File: src/rtl/mod_pkg.sv
// Shared types and sizing for the sequential modulo unit.
// No logic of its own; imported by the encoder and the top level.
// No flow control; constants and types only.
package mod_pkg;

    localparam int MOD_WIDTH = 32;
    localparam int IDX_W     = $clog2(MOD_WIDTH);

    typedef enum logic [1:0] {
        IDLE,
        RUN,
        DONE
    } state_t;

endpackage

File: src/rtl/mod_msb_enc.sv
// Priority encoder returning the index of the highest set bit of a (0 when a==0).
// Latency: combinational, zero cycles.
// No flow control; output follows input.
module mod_msb_enc
    import mod_pkg::*;
#(
    parameter int WIDTH = MOD_WIDTH,
    parameter int IW    = IDX_W
) (
    input  logic [WIDTH-1:0] a,
    output logic [IW-1:0]    idx
);

    // Ascending scan: the last set bit seen wins, which is the MSB.
    always_comb begin
        idx = '0;
        for (int i = 0; i < WIDTH; i++) begin
            if (a[i]) begin
                idx = IW'(i);
            end
        end
    end

endmodule

File: src/rtl/mod_unit.sv
// Sequential unsigned remainder A % B, radix-2 restoring, starting at the MSB of A.
// Latency: We rises after edge k+idx+2 (idx = MSB index of A); divide-by-zero after k+1.
// No backpressure: En is sampled only in IDLE and ignored while busy.
module mod_unit
    import mod_pkg::*;
#(
    parameter int WIDTH = MOD_WIDTH
) (
    input  logic             Clk,
    input  logic             Reset,
    input  logic             En,
    input  logic [WIDTH-1:0] A,
    input  logic [WIDTH-1:0] B,
    output logic [WIDTH-1:0] Mod_Result,
    output logic             We
);

    localparam int IW = $clog2(WIDTH);

    state_t           state;
    state_t           state_nxt;
    logic [WIDTH-1:0] a_q;
    logic [WIDTH-1:0] b_q;
    logic [WIDTH-1:0] rem_q;
    logic [IW-1:0]    idx_q;
    logic [IW-1:0]    msb_idx;
    logic [WIDTH:0]   trial;
    logic             trial_ge;
    logic [WIDTH-1:0] rem_nxt;

    mod_msb_enc #(
        .WIDTH (WIDTH),
        .IW    (IW)
    ) u_msb_enc (
        .a   (A),
        .idx (msb_idx)
    );

    // The shifted remainder needs one extra bit; the difference always fits
    // in WIDTH bits because the true result is below b_q.
    always_comb begin
        trial    = {rem_q, a_q[idx_q]};
        trial_ge = (trial >= {1'b0, b_q});
        rem_nxt  = trial_ge ? (trial[WIDTH-1:0] - b_q) : trial[WIDTH-1:0];
    end

    always_ff @(posedge Clk or negedge Reset) begin
        if (!Reset) begin
            state <= IDLE;
        end else begin
            state <= state_nxt;
        end
    end

    always_comb begin
        state_nxt = state;
        case (state)
            IDLE: begin
                if (En) begin
                    state_nxt = (B == '0) ? DONE : RUN;
                end
            end
            RUN: begin
                if (idx_q == '0) begin
                    state_nxt = DONE;
                end
            end
            DONE:    state_nxt = IDLE;
            default: state_nxt = IDLE;
        endcase
    end

    always_ff @(posedge Clk or negedge Reset) begin
        if (!Reset) begin
            a_q        <= '0;
            b_q        <= '0;
            rem_q      <= '0;
            idx_q      <= '0;
            Mod_Result <= '0;
            We         <= 1'b0;
        end else begin
            We <= 1'b0;
            case (state)
                IDLE: begin
                    if (En) begin
                        a_q   <= A;
                        b_q   <= B;
                        idx_q <= msb_idx;
                        // Divide by zero skips RUN and reports the dividend.
                        rem_q <= (B == '0) ? A : '0;
                    end
                end
                RUN: begin
                    rem_q <= rem_nxt;
                    if (idx_q != '0) begin
                        idx_q <= idx_q - 1'b1;
                    end
                end
                DONE: begin
                    Mod_Result <= rem_q;
                    We         <= 1'b1;
                end
                default: ;
            endcase
        end
    end

endmodule

File: config.mk
export PLATFORM = sky130hd
export DESIGN_NAME = mod_unit
export DESIGN_NICKNAME = d
export VERILOG_FILES = /design/src/rtl/mod_pkg.sv /design/src/rtl/mod_msb_enc.sv /design/src/rtl/mod_unit.sv
export SDC_FILE = /design/constraint.sdc
export NUM_CORES = 1
export LEC_CHECK = 0
export ABC_AREA = 0
export CORE_ASPECT_RATIO = 0.8
export CORE_MARGIN = 2
export CORE_UTILIZATION = 58
export CTS_BUF_LIST = sky130_fd_sc_hd__clkbuf_8
export CTS_CLUSTER_SIZE = 24
export DETAILED_ROUTE_END_ITERATION = 8
export GPL_TIMING_DRIVEN = 0
export PLACE_DENSITY = 0.81
export SYNTH_ARGS = -nofsm -noshare
export SYNTH_HDL_FRONTEND = slang
export SYNTH_SLANG_ARGS = --single-unit
File: constraint.sdc
create_clock -name Clk -period 3.9 [get_ports Clk]
set_input_delay 0.39 -clock Clk [delete_from_list [all_inputs] [get_ports Clk]]
set_output_delay 0.39 -clock Clk [all_outputs]
set_load 0.03 [all_outputs]
==> flow_metrics.py, run 1 <==
metrics = {
    "clock_tree": {
        "clk_latency_ps": 460,
        "cts_tree": "built",
        "cts-root-buf": "clkbuf_8",
        "cts_made_buffers": 17,
        "clk_pin_slew_worst_paths_ps": 80,
        "clock_path_buffers": 2,
        "cts_max_level": 4,
        "clkSinkCount": 136,
    },
    "detailed_routing": {
        "antenna_left": 0,
        "drt_iter0_markers": 840,
        "dr_total_vias": 7823,
        "firstDrtPassIters": 5,
        "wl_per_cell_microns": 19.0,
        "drt-vias-per-instance": 6.15,
        "routed_wl_microns": 24100,
        "drc_errors": 0,
    },
    "logic_synthesis": {
        "synth_edf_count": 0,
        "async_reset_ff_share_pct": 100,
        "netlist_area_sq_mm": 0.00835,
        "synth_seq_area_share_pct": 40.8,
        "syn-instance-count": 952,
        "yosysWarnings": 0,
        "postSynthAreaPerCell_sq_um": 8.77,
        "netlist_top_cells_area": "dfrtp_1 41%, nand2_1 8.0%, ha_1 5.1%, o21ai_0 4.3%, mux2_2 4.2%",
        "synth_seq_cells": 136,
        "synth_top_area_cell": "dfrtp_1",
        "netlist.area_leader.share_pct": 40.8,
        "yosys.cell_types.count": 69,
        "synthesis.nets": 1054,
        "synth_flop_cell": "dfrtp_1",
    },
    "cells_and_area": {
        "fin_nets": 1177,
        "fillers": 1119,
        "layout-drive-gt1-share_pct": 10.5,
        "n_antenna_cell": 0,
        "final_cell_mix": "177 x nand2_1, 134 x dfrtp_1, 98 x clkdlybuf4s50_1",
        "syn_to_final_growth_pct": 21.9,
        "final_common_cell": "nand2_1",
    },
    "power_and_ir_drop": {
        "peakVddDrop_mv": 0.573,
        "p_total_mw": 9.81,
        "p_leak_nw": 4.52,
        "cellPowerDensity_mw_per_mm2": 964,
    },
    "sta": {
        "tightestPinTransition_ps": 1010,
        "max_freq_mhz": 265,
        "tns_ps": 0,
        "finalClockSkew_ps": 11.8,
        "drv_slew": 0,
        "slew_headroom_pct": 32.4,
        "hold_viol_final": 0,
        "setup_viol": 0,
        "fin_crit_sh_pct": 96.9,
        "final.min_clock_period_ps": 3780,
    },
    "worst_setup_path": {
        "worstSetupEndpointType": "flop",
        "worstPathArrival_ps": 4110,
        "start_kind": "flop",
        "worstPathRequired_ps": 4230,
        "crit_type": "reg2reg",
        "worstPathMaxFanout": 8,
    },
    "global_route": {
        "grt_max_degree": 81,
        "overflow": 0,
        "grt_pass1_vias": 7458,
        "grt_first_pass_wirelength_microns": 39100,
        "antenna_found_initial": 0,
        "gr-usage-all-layers_pct": 31.9,
    },
    "floorplan": {
        "pin_count": 100,
        "rows": 39,
        "die_w_microns": 138,
        "start_util_pct": 59.0,
        "fp.dieArea_sq_mm": 0.0154,
        "die_height_microns": 111,
        "core_area_sq_mm": 0.0142,
    },
    "hold_path": {
        "hp-class": "in2async",
    },
    "run_status": {
        "status": "completed",
    },
    "flow_run": {
        "maxCapViolCount": 0,
    },
    "place": {
        "port_buffers": 99,
        "dp_hpwl_microns": 17600,
        "place_congestion": 0.947,
    },
}
==> cell type report <==
type                    instances  area [sq um]  share of cell area [%]
well taps                     184           230                    2.26
clock buffers                  20           275                    2.71
multi-input cells             719          4640                    45.6
inverters                      50           188                    1.84
repair buffers                106          1070                    10.5
plain buffers                  45           218                    2.14
flip-flops and latches        136          3410                    33.5
clock inverters                12           148                    1.45
==> registers in the layout (all words and copies together) (netlist names) <==
signal      count
Mod_Result     32
We              1
a_q            32
b_q            32
idx_q           5
rem_q          32
state           2
==> final timing paths <==
check	slack (ps)	start	endpoint	depth (start not counted)
worst max-delay path	120	idx_q[2]$_DFFE_PN0P_	rem_q[28]$_DFFE_PN0P_	16
worst min-delay path	470	Reset	Mod_Result[22]$_DFFE_PN0P_	2
worst max register to register	120	idx_q[2]$_DFFE_PN0P_	rem_q[28]$_DFFE_PN0P_	16
worst min register to register	480	a_q[7]$_DFFE_PN0P_	a_q[7]$_DFFE_PN0P_	2
max in group asynchronous	2610	Reset	Mod_Result[10]$_DFFE_PN0P_	3
min in group Clk	480	a_q[7]$_DFFE_PN0P_	a_q[7]$_DFFE_PN0P_	2
==> Yosys cell counts, types with 6 or more instances <==
library cell / count
nand2_1: 177
nor3_1: 14
nor2b_1: 19
xnor2_1: 12
inv_1: 50
a21oi_1: 67
nor4_1: 14
clkbuf_1: 36
nand2b_1: 8
a21o_1: 8
o21ai_0: 72
a31oi_1: 14
ha_1: 34
a211oi_1: 7
mux2i_1: 23
nand3_1: 14
o21bai_1: 6
and2_1: 7
mux2_2: 31
and3_1: 6
o21a_1: 7
nor2_1: 56
nand4_1: 7
o221ai_1: 15
o22ai_1: 7
dfrtp_1: 136
o211ai_1: 8
==> worst max-delay path: stages, from the launching register on <==
cell,delay [ps]
dfrtp_2,460
or2_2,370
o221ai_2,230
o22ai_1,110
nor3_1,260
a21oi_2,90
ha_2,200
fa_2,360
nor2b_2,140
o31a_1,190
o211ai_1,90
buf_4,160
a31oi_2,210
nor2_4,90
o31a_1,360
a211oi_2,210
a31oi_1,110
==> power breakdown <==
group          leakage [nW]  total [mW]  switching (mW)  internal [mW]
registers              1.71        2.46           0.440           2.02
logic                  2.59        6.09            3.41           2.68
clock network         0.215        1.26           0.583          0.680
==> logic make-up after synthesis <==
logic type	share of synthesized area (%)
compound gates	20.4
mux	8.02
flops	40.8
xor+xnor	1.78
fa+ha+maj	5.33
simple gates	19.0
buf+inv	4.75
==> per-layer routing <==
metal | up-vias | GRT usage (%) | wire (microns)
li1 | 3653 | - | -
met1 | 3703 | 45.7 | 10500
met2 | 427 | 47.2 | 10600
met3 | 40 | 9.37 | 2550
met4 | 0 | 10.0 | 450
met5 | - | 0 | 0
==> metrics by stage <==
step	area, sq um	instances	hold slack (ps)	setup slack, ps	utilization (%)
floorplan	8350	952	94.4	345	-
global placement	9570	1235	455	-3010	67.6
detailed placement	9600	1236	395	-362	67.8
CTS	10100	1272	475	7.05	71.3
global route	10200	1272	500	-58.6	71.9
finish	10200	1272	470	122	71.9
==> repair_timing <==
action                                  4_1_cts  5_1_grt
gates resized for setup                       9       17
endpoints found under the setup margin       31       30
pin swaps                                     4        2
hold endpoints to repair                     56        0
cloned                                        0        0
buffers inserted                              4        1
hold buffers                                  1        0
No activity file was read; power rests on OpenSTA's default activity.
==> run 2, diff against run 1 <==
--- a/config.mk
+++ b/config.mk
@@ -8,12 +8,11 @@
 export ABC_AREA = 0
 export CORE_ASPECT_RATIO = 0.8
 export CORE_MARGIN = 2
-export CORE_UTILIZATION = 58
-export CTS_BUF_LIST = sky130_fd_sc_hd__clkbuf_8
+export CORE_UTILIZATION = 57
 export CTS_CLUSTER_SIZE = 24
 export DETAILED_ROUTE_END_ITERATION = 8
 export GPL_TIMING_DRIVEN = 0
-export PLACE_DENSITY = 0.81
+export PLACE_DENSITY = 0.8
 export SYNTH_ARGS = -nofsm -noshare
 export SYNTH_HDL_FRONTEND = slang
 export SYNTH_SLANG_ARGS = --single-unit
==> flow_metrics.py, run 2 (synthesis results as in run 1) <==
metrics = {
    "run_status": {
        "status": "completed",
    },
    "clock_tree": {
        "clk_pin_slew_worst_paths_ps": 60,
        "cts_max_level": 4,
        "cts_tree": "built",
        "clk_latency_ps": 430,
        "clock_path_buffers": 2,
        "cts_made_buffers": 17,
        "cts-root-buf": "clkbuf_16",
        "clkSinkCount": 136,
    },
    "detailed_routing": {
        "drc_errors": 0,
        "routed_wl_microns": 25000,
        "wl_per_cell_microns": 19.6,
        "drt-vias-per-instance": 6.23,
        "dr_total_vias": 7940,
        "drt_iter0_markers": 860,
        "antenna_left": 0,
        "firstDrtPassIters": 5,
    },
    "cells_and_area": {
        "layout-drive-gt1-share_pct": 10.7,
        "n_antenna_cell": 0,
        "final_common_cell": "nand2_1",
        "syn_to_final_growth_pct": 24.1,
        "final-instance-count-excl-fill": 1275,
        "final_cell_mix": "177 x nand2_1, 134 x dfrtp_1, 98 x clkdlybuf4s50_1",
        "fin_nets": 1182,
    },
    "worst_setup_path": {
        "crit_type": "reg2reg",
        "critical-path-max-stage-delay_ps": 370,
        "slowest_stage": "dfrtp_1",
        "worstSetupEndpointType": "flop",
        "path_cells": "buf_6 > buf_6 > mux2i_4 > o221ai_2 > o22ai_1 > nor2_1 > a21oi_2 > ha_1 > fa_2 > nor2b_1 > o31a_1 > o211ai_1 > buf_4 > a31oi_2 > nor2_2 > o31a_1 > a211oi_2 > a31oi_1",
        "worstPathArrival_ps": 4080,
        "start_kind": "flop",
        "worstPathMaxFanout": 10,
        "worstPathRequired_ps": 4200,
    },
    "power_and_ir_drop": {
        "p_leak_nw": 4.61,
        "cellPowerDensity_mw_per_mm2": 996,
        "peakVddDrop_mv": 0.557,
        "p_total_mw": 10.3,
    },
    "global_route": {
        "grt_max_degree": 82,
        "grt_pass1_vias": 7416,
        "gr-usage-all-layers_pct": 32.2,
        "grt_first_pass_wirelength_microns": 39700,
        "overflow": 0,
        "antenna_found_initial": 0,
    },
    "flow_run": {
        "maxCapViolCount": 0,
    },
    "sta": {
        "hold_viol_final": 0,
        "fin_crit_sh_pct": 97.0,
        "tightestPinTransition_ps": 1010,
        "max_freq_mhz": 264,
        "tns_ps": 0,
        "final.min_clock_period_ps": 3780,
        "slew_headroom_pct": 31.9,
        "drv_slew": 0,
        "setup_viol": 0,
        "finalClockSkew_ps": 9.88,
    },
    "floorplan": {
        "pin_count": 100,
        "start_util_pct": 58.4,
        "die_height_microns": 112,
        "rows": 39,
        "die_w_microns": 139,
        "core_area_sq_mm": 0.0143,
        "fp.dieArea_sq_mm": 0.0156,
    },
    "place": {
        "post-place-cells": 1236,
        "dp_hpwl_microns": 17800,
        "place_congestion": 0.934,
        "port_buffers": 99,
    },
    "hold_path": {
        "hp-class": "reg2reg",
    },
}
[run 2: changes by cell type in the layout (fill, tap and decap cells not counted), sizes merged]
cell,change
clkinvlp,-1
buf,+5
inv,-1
bufinv,-1
clkbuf,+1
[run 2: path summary, 6_finish.rpt]
path / startpoint / end / slack, ps / depth (start not counted)
hold / removal: a_q[3]$_DFFE_PN0P_ / a_q[3]$_DFFE_PN0P_ / 470 / 2
max in group asynchronous: Reset / idx_q[2]$_DFFE_PN0P_ / 2600 / 3
hold reg to reg: a_q[3]$_DFFE_PN0P_ / a_q[3]$_DFFE_PN0P_ / 470 / 2
setup reg to reg: idx_q[0]$_DFFE_PN0P_ / rem_q[28]$_DFFE_PN0P_ / 120 / 18
setup / recovery: idx_q[0]$_DFFE_PN0P_ / rem_q[28]$_DFFE_PN0P_ / 120 / 18
min in group asynchronous: Reset / Mod_Result[22]$_DFFE_PN0P_ / 500 / 2
[run 2: report_power, final]
part	switching (mW)	internal [mW]	leakage (nW)	total (mW)
Combinational	3.52	2.76	2.62	6.28
Clock	0.607	0.962	0.278	1.57
Sequential	0.449	2.02	1.71	2.47
[run 2: final cells by class]
type | instances | area (sq um)
inverters | 50 | 188
repair buffers | 111 | 1100
clock buffers | 21 | 460
clock inverters | 9 | 101
well taps | 184 | 230
fillers | 1078 | 3930
flip-flops and latches | 136 | 3410
multi-input cells | 719 | 4660
plain buffers | 45 | 214
[run 2: stage by stage]
step / setup slack, ps / util [%] / hold slack [ps] / area [sq um]
finish: 116 / 72.5 / 472 / 10400
global route: -20.7 / 72.5 / 488 / 10400
CTS: 8.44 / 71.9 / 471 / 10300
detailed placement: -414 / 67.1 / 385 / 9600
global placement: -3040 / 66.9 / 456 / 9570
floorplan: 345 / - / 94.4 / 8350
[run 2: worst max-delay path, delay by kind of cell (launching register included)]
| kind | cells | cell delay (ps) |
|---|---|---|
| AOI/OAI and AO/OA | 9 | 1610 |
| DFF | 1 | 370 |
| buffers and inverters | 3 | 500 |
| adders and majority gates | 2 | 590 |
| muxes | 1 | 190 |
| and+or+nand+nor | 3 | 420 |
[run 2: routing by layer]
metal	vias to the layer above	GRT usage, %	wire, microns
met5	-	0	0
met4	0	12.3	750
met3	68	7.98	2680
met2	453	46.7	10700
met1	3751	47.0	10800
li1	3668	-	-
[run 2: timing repair]
action | 4_1_cts | 5_1_grt
endpoints found under the setup margin | 31 | 30
buffers inserted | 7 | 3
hold buffers | 1 | 0
pin swaps | 5 | 5
endpoints found under the hold margin | 55 | 0
resized for setup | 15 | 13
==> run 3, diff against run 2 <==
--- a/config.mk
+++ b/config.mk
@@ -13,6 +13,8 @@
 export DETAILED_ROUTE_END_ITERATION = 8
 export GPL_TIMING_DRIVEN = 0
 export PLACE_DENSITY = 0.8
+export RECOVER_POWER = 25
 export SYNTH_ARGS = -nofsm -noshare
 export SYNTH_HDL_FRONTEND = slang
 export SYNTH_SLANG_ARGS = --single-unit
+export TNS_END_PERCENT = 1
==> flow_metrics.py, run 3 (synthesis results as in run 1) <==
metrics = {
    "global_route": {
        "antenna_found_initial": 0,
        "overflow": 0,
        "gr-usage-all-layers_pct": 32.2,
        "grt_pass1_vias": 7393,
        "grt_first_pass_wirelength_microns": 39600,
        "grt_max_degree": 82,
    },
    "power_and_ir_drop": {
        "p_leak_nw": 4.59,
        "cellPowerDensity_mw_per_mm2": 994,
        "p_total_mw": 10.3,
        "peakVddDrop_mv": 0.558,
    },
    "place": {
        "place_congestion": 0.934,
        "dp_hpwl_microns": 17800,
        "placedInstanceArea_sq_mm": 0.00960,
        "dp_slack_ps": -414,
        "port_buffers": 99,
    },
    "floorplan": {
        "die_height_microns": 112,
        "die_w_microns": 139,
        "rows": 39,
        "pin_count": 100,
        "fp.dieArea_sq_mm": 0.0156,
        "start_util_pct": 58.4,
        "core_area_sq_mm": 0.0143,
    },
    "sta": {
        "final.min_clock_period_ps": 3820,
        "drv_slew": 57,
        "finalClockSkew_ps": 8.25,
        "tightestPinTransition_ps": 2490,
        "tns_ps": 0,
        "max_freq_mhz": 262,
        "worst_slack_ps": 81.8,
        "hold_viol_final": 0,
        "slew_headroom_pct": -65.9,
        "setup_viol": 0,
        "fin_crit_sh_pct": 97.9,
    },
    "cells_and_area": {
        "fillers": 1084,
        "final_common_cell": "nand2_1",
        "post-route-cell-area_sq_mm": 0.0103,
        "syn_to_final_growth_pct": 23.7,
        "finish.utilization_pct": 72.2,
        "layout-drive-gt1-share_pct": 10.5,
        "fin_nets": 1179,
        "seqCellArea_sq_mm": 0.00341,
        "final_cell_mix": "177 x nand2_1, 134 x dfrtp_1, 98 x clkdlybuf4s50_1",
        "n_antenna_cell": 0,
        "multiInputGateArea_sq_mm": 0.00466,
    },
    "hold_path": {
        "hp-class": "reg2reg",
    },
    "detailed_routing": {
        "dr_total_vias": 7868,
        "wl_met2_microns": 10800,
        "drc_errors": 0,
        "highest_layer": "met4",
        "drt_iter0_markers": 719,
        "wl_per_cell_microns": 19.6,
        "wl_met1_microns": 11000,
        "drt-vias-per-instance": 6.19,
        "met3_length_microns": 2450,
        "antenna_left": 0,
        "routed_wl_microns": 25000,
        "firstDrtPassIters": 6,
    },
    "worst_setup_path": {
        "worstSetupEndpointType": "flop",
        "crit_path_start": "idx_q[0]$_DFFE_PN0P_",
        "rrSetupSlack_ps": 80,
        "worstPathArrival_ps": 4110,
        "crit_end": "rem_q[28]$_DFFE_PN0P_",
        "crit_type": "reg2reg",
        "r2r_start": "idx_q[0]$_DFFE_PN0P_",
        "worstPathMaxFanout": 10,
        "start_kind": "flop",
        "reg2reg_depth": 18,
        "r2r-end": "rem_q[28]$_DFFE_PN0P_",
        "worstPathRequired_ps": 4200,
    },
    "clock_tree": {
        "clk_pin_slew_worst_paths_ps": 60,
        "cts-root-buf": "clkbuf_16",
        "clock_path_buffers": 2,
        "cts_max_level": 4,
        "clkSinkCount": 136,
        "clk_latency_ps": 430,
        "cts_made_buffers": 17,
        "cts_tree": "built",
    },
    "run_status": {
        "violations": "capacitance limit, slew limit",
        "status": "finished with violations",
    },
    "flow_run": {
        "maxCapViolCount": 1,
    },
}
## run 3: layout make-up
cell class | count | area share [%]
flip-flops and latches | 136 | 33.0
well taps | 184 | 2.23
clock buffers | 21 | 4.46
repair buffers | 108 | 10.3
plain buffers | 45 | 2.07
clock inverters | 9 | 0.981
inverters | 50 | 1.82
multi-input cells | 719 | 45.2
## run 3: worst min-delay path by stage
| stage | from | endpoint | slack [ps] | depth (start not counted) |
|---|---|---|---|---|
| 2_1_floorplan | Reset | Mod_Result[0]$_DFFE_PN0P_ | 90 | 0 |
| 3_3_place_gp | a_q[22]$_DFFE_PN0P_ | a_q[22]$_DFFE_PN0P_ | 460 | 2 |
| 3_5_place_dp | Reset | Mod_Result[23]$_DFFE_PN0P_ | 390 | 1 |
| 4_1_cts | a_q[22]$_DFFE_PN0P_ | a_q[22]$_DFFE_PN0P_ | 470 | 2 |
| 5_1_grt | a_q[22]$_DFFE_PN0P_ | a_q[22]$_DFFE_PN0P_ | 490 | 2 |
| 6_report | a_q[22]$_DFFE_PN0P_ | a_q[22]$_DFFE_PN0P_ | 470 | 2 |
## run 3: worst max-delay path, stage by stage (launching register included)
cell,delay (ps)
dfrtp_1,370
buf_6,160
buf_6,170
mux2i_1,150
o221ai_2,220
o22ai_1,130
nor3_2,180
a21oi_2,80
ha_1,230
fa_2,360
nor2b_1,160
o31a_1,210
o211ai_1,100
buf_4,170
a31oi_2,230
nor2_2,90
o31a_1,360
a211oi_2,220
a31oi_1,110
## run 3: where the power goes
part           switching [mW]  internal [mW]  leakage, nW
Sequential              0.455           2.02         1.71
Clock                   0.603          0.961        0.278
Combinational            3.51           2.71         2.60
Total                    4.57           5.70         4.59
## run 3: per-stage QoR
stage	std cells	hold slack, ps
3_3_place_gp	1235	456
4_1_cts	1272	471
6_report	1272	470
2_1_floorplan	952	94.4
3_5_place_dp	1236	385
5_1_grt	1272	488
## run 3: what timing repair did
action | 4_1_cts | 5_1_grt
hold buffers | 1 | 0
endpoints found under the setup margin | 31 | 29
buffers inserted | 6 | 1
pin swaps | 5 | 5
hold endpoints to repair | 55 | 0
gates resized for setup | 12 | 17
## run 3: metal layers
layer  vias up  track usage, %
met4         0            12.2
met1      3714            47.2
met3        68            7.42
li1       3661               -
met2       425            46.7
met5         -               0
